File: src/rtl/conv_pkg.sv
// ---------------------------------------------------------------------------
// conv_pkg
//   Shared types and helpers for the 3x3 convolution frame sequencer.
//   state_t     : frame sequencer states
//   prime_beats : beats needed before the first window centre exists (WIDTH+1)
//   frame_pix   : pixels in one frame (WIDTH*HEIGHT)
// ---------------------------------------------------------------------------
package conv_pkg;

    typedef enum logic [1:0] {
        IDLE   = 2'd0,
        STREAM = 2'd1,
        FLUSH  = 2'd2,
        DONE   = 2'd3
    } state_t;

    function automatic int prime_beats(input int width);
        return width + 1;
    endfunction

    function automatic int frame_pix(input int width, input int height);
        return width * height;
    endfunction

endpackage

File: src/rtl/dstream.sv
// ---------------------------------------------------------------------------
// dstream
//   Valid/ready/data stream bundle.
//   valid : producer has a beat
//   ready : consumer takes the beat
//   data  : W-bit payload
//   Modport "in" is the consumer side, "out" the producer side.
// ---------------------------------------------------------------------------
interface dstream #(
    parameter int W = 30
);
    logic         valid;
    logic         ready;
    logic [W-1:0] data;

    modport in  (input valid, input data, output ready);
    modport out (output valid, output data, input ready);
endinterface

File: src/rtl/conv_frame_ctrl_pos.sv
// ---------------------------------------------------------------------------
// pixel_pos_counter
//   Raster position counter: col wraps WIDTH-1 -> 0 and bumps row; row wraps
//   HEIGHT-1 -> 0.
//   clk, reset : clock, async active-high reset
//   clr        : synchronous clear to (0,0)
//   en         : advance one position
//   row, col   : current position
//   last       : position is (HEIGHT-1, WIDTH-1)
// ---------------------------------------------------------------------------
module pixel_pos_counter #(
    parameter int WIDTH  = 320,
    parameter int HEIGHT = 240
) (
    input  logic                      clk,
    input  logic                      reset,
    input  logic                      clr,
    input  logic                      en,
    output logic [$clog2(HEIGHT)-1:0] row,
    output logic [$clog2(WIDTH)-1:0]  col,
    output logic                      last
);
    localparam int RW = $clog2(HEIGHT);
    localparam int CW = $clog2(WIDTH);

    logic col_end;
    logic row_end;

    assign col_end = (col == CW'(WIDTH - 1));
    assign row_end = (row == RW'(HEIGHT - 1));
    assign last    = col_end & row_end;

    always_ff @(posedge clk or posedge reset) begin
        if (reset) begin
            row <= '0;
            col <= '0;
        end else if (clr) begin
            row <= '0;
            col <= '0;
        end else if (en) begin
            if (col_end) begin
                col <= '0;
                row <= row_end ? '0 : row + RW'(1);
            end else begin
                col <= col + CW'(1);
            end
        end
    end

endmodule

File: src/rtl/conv_frame_ctrl.sv
// ---------------------------------------------------------------------------
// conv_frame_ctrl
//   Frame sequencer for the 3x3 line-buffer convolution datapath. Passes one
//   frame of pixels through, then injects WIDTH+1 zero beats so every centre
//   pixel gets produced, and tags each output beat with its window centre.
//   clk, reset  : clock, async active-high reset
//   start       : arm one frame (only looked at in IDLE)
//   x           : pixel stream from source
//   y           : pixel stream to conv datapath
//   win_valid   : beat's centre is an interior pixel
//   border      : primed beat whose centre lies on the frame edge
//   sof         : beat's centre is (0,0)
//   eol         : beat's centre is in the last column
//   c_row,c_col : centre position of the current beat
//   busy        : STREAM or FLUSH
//   frame_done  : one-cycle pulse in DONE
// ---------------------------------------------------------------------------
module conv_frame_ctrl
    import conv_pkg::*;
#(
    parameter int W      = 30,
    parameter int WIDTH  = 320,
    parameter int HEIGHT = 240
) (
    input  logic                      clk,
    input  logic                      reset,
    input  logic                      start,
    dstream.in                        x,
    dstream.out                       y,
    output logic                      win_valid,
    output logic                      border,
    output logic                      sof,
    output logic                      eol,
    output logic [$clog2(HEIGHT)-1:0] c_row,
    output logic [$clog2(WIDTH)-1:0]  c_col,
    output logic                      busy,
    output logic                      frame_done
);
    localparam int RW        = $clog2(HEIGHT);
    localparam int CW        = $clog2(WIDTH);
    localparam int PRIME     = prime_beats(WIDTH);
    localparam int LAST_BEAT = frame_pix(WIDTH, HEIGHT) + WIDTH;
    // One spare count so the increment after the final beat cannot wrap.
    localparam int BW        = $clog2(LAST_BEAT + 2);

    state_t         state;
    state_t         state_nxt;
    logic [BW-1:0]  beat;
    logic           move;
    logic           primed;
    logic           qual;
    logic           interior;
    logic           y_vld;
    logic [W-1:0]   y_dat;
    logic           x_rdy;
    logic           clr;
    logic           in_en;
    logic           c_en;
    logic           in_last;
    logic           c_last;
    logic [RW-1:0]  in_row;
    logic [CW-1:0]  in_col;
    logic           unused_in_pos;

    // Decoded straight from state so the handshake outputs never feed back
    // into their own next-state logic.
    assign move = ((state == STREAM) & x.valid & y.ready) |
                  ((state == FLUSH) & y.ready);

    assign primed = (beat >= BW'(PRIME));
    assign clr    = (state == IDLE);
    assign in_en  = move & (state == STREAM);
    assign c_en   = move & primed;

    always_ff @(posedge clk or posedge reset) begin
        if (reset) begin
            state <= IDLE;
        end else begin
            state <= state_nxt;
        end
    end

    always_comb begin
        state_nxt = state;
        y_vld     = 1'b0;
        y_dat     = '0;
        x_rdy     = 1'b0;
        case (state)
            IDLE: begin
                if (start) state_nxt = STREAM;
            end
            STREAM: begin
                y_vld = x.valid;
                y_dat = x.data;
                x_rdy = y.ready;
                if (move && in_last) state_nxt = FLUSH;
            end
            FLUSH: begin
                y_vld = 1'b1;
                // The final flush beat is the one whose centre is the last pixel.
                if (move && c_last) state_nxt = DONE;
            end
            DONE: begin
                state_nxt = IDLE;
            end
            default: begin
                state_nxt = IDLE;
            end
        endcase
    end

    assign y.valid = y_vld;
    assign y.data  = y_dat;
    assign x.ready = x_rdy;

    always_ff @(posedge clk or posedge reset) begin
        if (reset) begin
            beat <= '0;
        end else if (clr) begin
            beat <= '0;
        end else if (move) begin
            beat <= beat + BW'(1);
        end
    end

    pixel_pos_counter #(
        .WIDTH (WIDTH),
        .HEIGHT(HEIGHT)
    ) u_in_pos (
        .clk  (clk),
        .reset(reset),
        .clr  (clr),
        .en   (in_en),
        .row  (in_row),
        .col  (in_col),
        .last (in_last)
    );

    pixel_pos_counter #(
        .WIDTH (WIDTH),
        .HEIGHT(HEIGHT)
    ) u_c_pos (
        .clk  (clk),
        .reset(reset),
        .clr  (clr),
        .en   (c_en),
        .row  (c_row),
        .col  (c_col),
        .last (c_last)
    );

    // Input position is only needed for its wrap flag.
    assign unused_in_pos = ^{in_row, in_col};

    assign qual     = y_vld & primed;
    assign interior = (c_row != '0) && (c_row <= RW'(HEIGHT - 2)) &&
                      (c_col != '0) && (c_col <= CW'(WIDTH - 2));

    assign win_valid  = qual & interior;
    assign border     = qual & ~interior;
    assign sof        = qual & (c_row == '0) & (c_col == '0);
    assign eol        = qual & (c_col == CW'(WIDTH - 1));
    assign busy       = (state == STREAM) | (state == FLUSH);
    assign frame_done = (state == DONE);

endmodule

File: src/flat_wrapper.sv
// flat-port wrapper written by rule: the top's interface ports become plain ports
module conv_frame_ctrl_flat import conv_pkg::*;
#(
    parameter int W      = 30,
    parameter int WIDTH  = 320,
    parameter int HEIGHT = 240
)
  (clk, reset, start, win_valid, border, sof, eol, c_row, c_col, busy, frame_done, x_valid, x_data, x_ready, y_valid, y_data, y_ready);
  dstream #(.W(W)) x_i ();
  dstream #(.W(W)) y_i ();
  input  logic clk;
  input  logic reset;
  input  logic start;
  output logic win_valid;
  output logic border;
  output logic sof;
  output logic eol;
  output logic [$clog2(HEIGHT)-1:0] c_row;
  output logic [$clog2(WIDTH)-1:0] c_col;
  output logic busy;
  output logic frame_done;
  input wire logic [$bits(x_i.valid)-1:0] x_valid;
  input wire logic [$bits(x_i.data)-1:0] x_data;
  output wire logic [$bits(x_i.ready)-1:0] x_ready;
  output wire logic [$bits(y_i.valid)-1:0] y_valid;
  output wire logic [$bits(y_i.data)-1:0] y_data;
  input wire logic [$bits(y_i.ready)-1:0] y_ready;
  assign x_i.valid = x_valid;
  assign x_i.data = x_data;
  assign x_ready = x_i.ready;
  assign y_valid = y_i.valid;
  assign y_data = y_i.data;
  assign y_i.ready = y_ready;
  conv_frame_ctrl #(.W(W), .WIDTH(WIDTH), .HEIGHT(HEIGHT)) u_core (.clk(clk), .reset(reset), .start(start), .x(x_i), .y(y_i), .win_valid(win_valid), .border(border), .sof(sof), .eol(eol), .c_row(c_row), .c_col(c_col), .busy(busy), .frame_done(frame_done));
endmodule
File: config.mk
export PLATFORM = sky130hd
export DESIGN_NAME = conv_frame_ctrl_flat
export DESIGN_NICKNAME = d
export VERILOG_FILES = /design/src/rtl/conv_pkg.sv /design/src/rtl/dstream.sv /design/src/rtl/conv_frame_ctrl_pos.sv /design/src/rtl/conv_frame_ctrl.sv /design/src/flat_wrapper.sv
export SDC_FILE = /design/constraint.sdc
export NUM_CORES = 1
export LEC_CHECK = 0
export ABC_AREA = 1
export CAP_MARGIN = 20
export CORE_ASPECT_RATIO = 1.75
export CORE_MARGIN = 10
export CORE_UTILIZATION = 52
export CTS_BUF_LIST = sky130_fd_sc_hd__clkbuf_4 sky130_fd_sc_hd__clkbuf_8
export DETAILED_ROUTE_END_ITERATION = 10
export GPL_ROUTABILITY_DRIVEN = 0
export PLACE_DENSITY = 0.88
export RECOVER_POWER = 50
export REMOVE_ABC_BUFFERS = 1
export SLEW_MARGIN = 5
export SYNTH_ARGS = -nofsm -noshare
export SYNTH_HDL_FRONTEND = slang
export SYNTH_SLANG_ARGS = --single-unit
File: constraint.sdc
create_clock -name clk -period 1.98 [get_ports clk]
set_input_delay 0.396 -clock clk [delete_from_list [all_inputs] [get_ports clk]]
set_output_delay 0.396 -clock clk [all_outputs]
set_load 0.02 [all_outputs]
==> flow_metrics.py <==
metrics = {
    "status": {
        "status": "complete, but fails checks",
        "violations": "setup timing",
    },
    "critical_path": {
        "worst_ep_arrival_time_ns": 1.91,
        "path_max_fanout": 2,
        "endpoint_kind": "primary output",
        "r2r_setup_slack_ns": -0.26,
        "required_ns": 1.58,
        "r2r_cells": 13,
        "r2r-start": "u_core.beat[4]",
        "crit_type": "flip-flop to primary output",
        "reg2reg_to": "u_core.u_c_pos.row[4]",
        "startpoint_type": "flip-flop",
    },
    "place": {
        "postPlaceCellArea_um2": 5310,
        "dp_hpwl_um": 9370,
        "io_buffer_count": 89,
    },
    "clock_network": {
        "root_buffer": "clkbuf_8",
        "cts_tree": "done",
        "cts.clk_slew.worst_paths_ns": 0.11,
        "clock_sinks": 53,
        "clock_path_buffers": 2,
        "numCtsBuffers": 5,
        "cts_hold_buf": 0,
        "clkLatencyLatePin_ns": 0.34,
        "h-tree-depth": 2,
    },
    "detailed_routing": {
        "drtIter0Drc": 673,
        "wire_per_inst_um": 20.2,
        "drt_wl_total_um": 16600,
        "drc": 0,
        "via_per_inst": 5.97,
        "drt_pass1_iterations": 5,
        "vias": 4890,
        "antenna_left": 0,
    },
    "synthesis": {
        "synthCells": 543,
        "synth_ff_type": "dfrtp_1",
        "synth.area.top_cells": "dfrtp_1 (36%), nand2_1 (13%), inv_1 (9.1%)",
        "syn_avg_cell_area_um2": 6.87,
        "syn_area_um2": 3730,
        "synth-edff-count": 0,
        "synth.top_cell.area_share_pct": 35.6,
        "ys_warn_count": 0,
        "postSynth.asyncResetShare_pct": 100,
        "ys_ff_latch": 53,
        "ys_seq_area_share_pct": 35.6,
        "synth_cell_types": 39,
        "yosysTopAreaCell": "dfrtp_1",
    },
    "floorplan": {
        "num_io_pins": 90,
        "coreArea_um2": 6910,
        "initial_core_util_pct": 54.0,
        "fp.dieW_um": 84.0,
        "dieArea_um2": 11100,
        "die_y_um": 132,
        "num_rows": 40,
    },
    "sta": {
        "finalSetupTns_ns": -4.78,
        "min_period_ns": 2.31,
        "max_freq_mhz": 433,
        "min_period_over_period_pct": 117,
        "slew_headroom_pct": 8.79,
        "worstMarginPinSlew_ns": 1.37,
        "final.setup.worst_slack_ns": -0.328,
        "grt_setup_unrepaired": "yes",
        "fin_skew_ns": 0.0162,
        "finalHoldViolations": 0,
        "drv_slew": 0,
        "finalSetupViolations": 33,
    },
    "layout": {
        "drive_above_1_share_pct": 32.0,
        "design_area_um2": 5760,
        "fin_nets": 783,
        "layout_commonest_cell": "nand2_1",
        "antenna_cells": 0,
        "final_cell_mix": "nand2_1 (116), buf_4 (98), inv_1 (80)",
        "syn_to_final_growth_pct": 54.4,
    },
    "grt": {
        "met1_usage_pct": 24.3,
        "antenna_found_initial": 0,
        "overflow": 0,
        "grtUsageTotal_pct": 25.1,
        "grt_pass1_vias": 4787,
        "grtUsageMet3_pct": 6.75,
        "grt_pass1_wl_um": 23100,
        "grt_max_degree": 54,
        "use_met2_pct": 44.1,
        "grt.busiest_layer": "met2",
    },
    "worst_hold_path": {
        "hold_class": "flip-flop to flip-flop",
        "hold_end": "u_core.u_in_pos.col[4]",
        "min_path_cells": 1,
        "min_from": "u_core.u_in_pos.col[4]",
    },
    "pwr": {
        "total_leakage_power_nw": 3.09,
        "irDropWorstVdd_uv": 745,
        "total_power_mw": 5.78,
        "p_per_area_nw_per_um2": 1000,
    },
    "flow_run": {
        "maxCapViolations": 0,
    },
}
[how the worst max path moves through the flow]
| stage | from | endpoint | slack (ns) | depth (start not counted) |
|---|---|---|---|---|
| floorplan | u_core.state[1] | eol | -0.97 | 6 |
| global placement | x_valid | eol | -0.66 | 6 |
| detailed placement | x_valid | eol | -0.76 | 6 |
| CTS | u_core.beat[6] | win_valid | -0.20 | 11 |
| global route | u_core.u_c_pos.col[6] | win_valid | -0.40 | 9 |
| finish | u_core.u_c_pos.col[6] | win_valid | -0.33 | 9 |
[cell type report]
type,count,area (µm²)
clock buffers,5,68.8
clock inverters,3,68.8
fillers,375,1150
inverters,95,357
multi-input cells,382,2250
flip-flops and latches,53,1330
well taps,84,105
repair buffers,197,1580
[state kept, by name (all words and copies together) (netlist names)]
register	cells
u_core.u_c_pos.col	9
u_core.u_in_pos.col	9
u_core.beat	17
u_core.u_in_pos.row	8
u_core.state	2
u_core.u_c_pos.row	8
[repair_timing]
action | 4_1_cts | 5_1_grt
pin swaps | 20 | 23
resized for setup | 174 | 91
buffers inserted | 11 | 12
setup endpoints to repair | 62 | 84
gates cloned | 2 | 0
[cell usage after synthesis (2+ instances only)]
library cell	number
a21oi_1	20
a31oi_1	3
buf_2	3
buf_6	3
clkbuf_1	6
dfrtp_1	53
ha_1	14
inv_1	90
inv_2	5
nand2_1	133
nand2_2	6
nand3_1	56
nand3_2	4
nand4_1	17
nor2_1	54
nor2_2	3
nor2_4	3
nor3_1	14
nor4_1	2
o21a_1	4
o21ai_0	18
o21ai_1	4
o22ai_1	2
or2_2	3
xnor2_1	3
xor2_1	7
[power by group]
| part | switching, mW | internal [mW] | total (mW) |
|---|---|---|---|
| combinational | 2.22 | 1.37 | 3.59 |
| clock | 0.413 | 0.509 | 0.922 |
| sequential | 0.0873 | 1.18 | 1.27 |
| total | 2.72 | 3.06 | 5.78 |
[kinds of logic after synthesis]
group / count (synthesis) / synth area share (%)
AOI/OAI and AO/OA: 55 / 8.22
DFF: 53 / 35.6
xor gates and xnor gates: 10 / 2.35
adders and majority gates: 14 / 4.70
buffers and inverters: 108 / 11.7
and+or+nand+nor: 303 / 37.5
[layer usage]
layer | vias to the layer above | wire length [µm]
met5 | - | 0
met4 | 0 | 1180
met3 | 129 | 1640
met2 | 427 | 8280
met1 | 2222 | 5480
li1 | 2112 | -
[stage by stage]
stage | util [%] | std cells | hold WS (ns) | worst slack (ns)
4_1_cts | 83.3 | 810 | 0.428 | -0.197
3_5_place_dp | 76.8 | 789 | 0.515 | -0.756
3_3_place_gp | 76.8 | 789 | 0.495 | -0.656
6_report | 83.4 | 819 | 0.551 | -0.328
5_1_grt | 83.4 | 819 | 0.570 | -0.403
2_1_floorplan | - | 530 | 0.478 | -0.968
[worst max-delay path, stage by stage, from the launching register on]
cell	delay (ns)
dfrtp_1	0.42
nor2_2	0.19
buf_4	0.16
nand2_1	0.08
inv_1	0.09
nand3_1	0.09
nand3_1	0.16
nand3_1	0.15
nor2_4	0.11
buf_6	0.12
No activity file was read; power rests on OpenSTA's default activity.
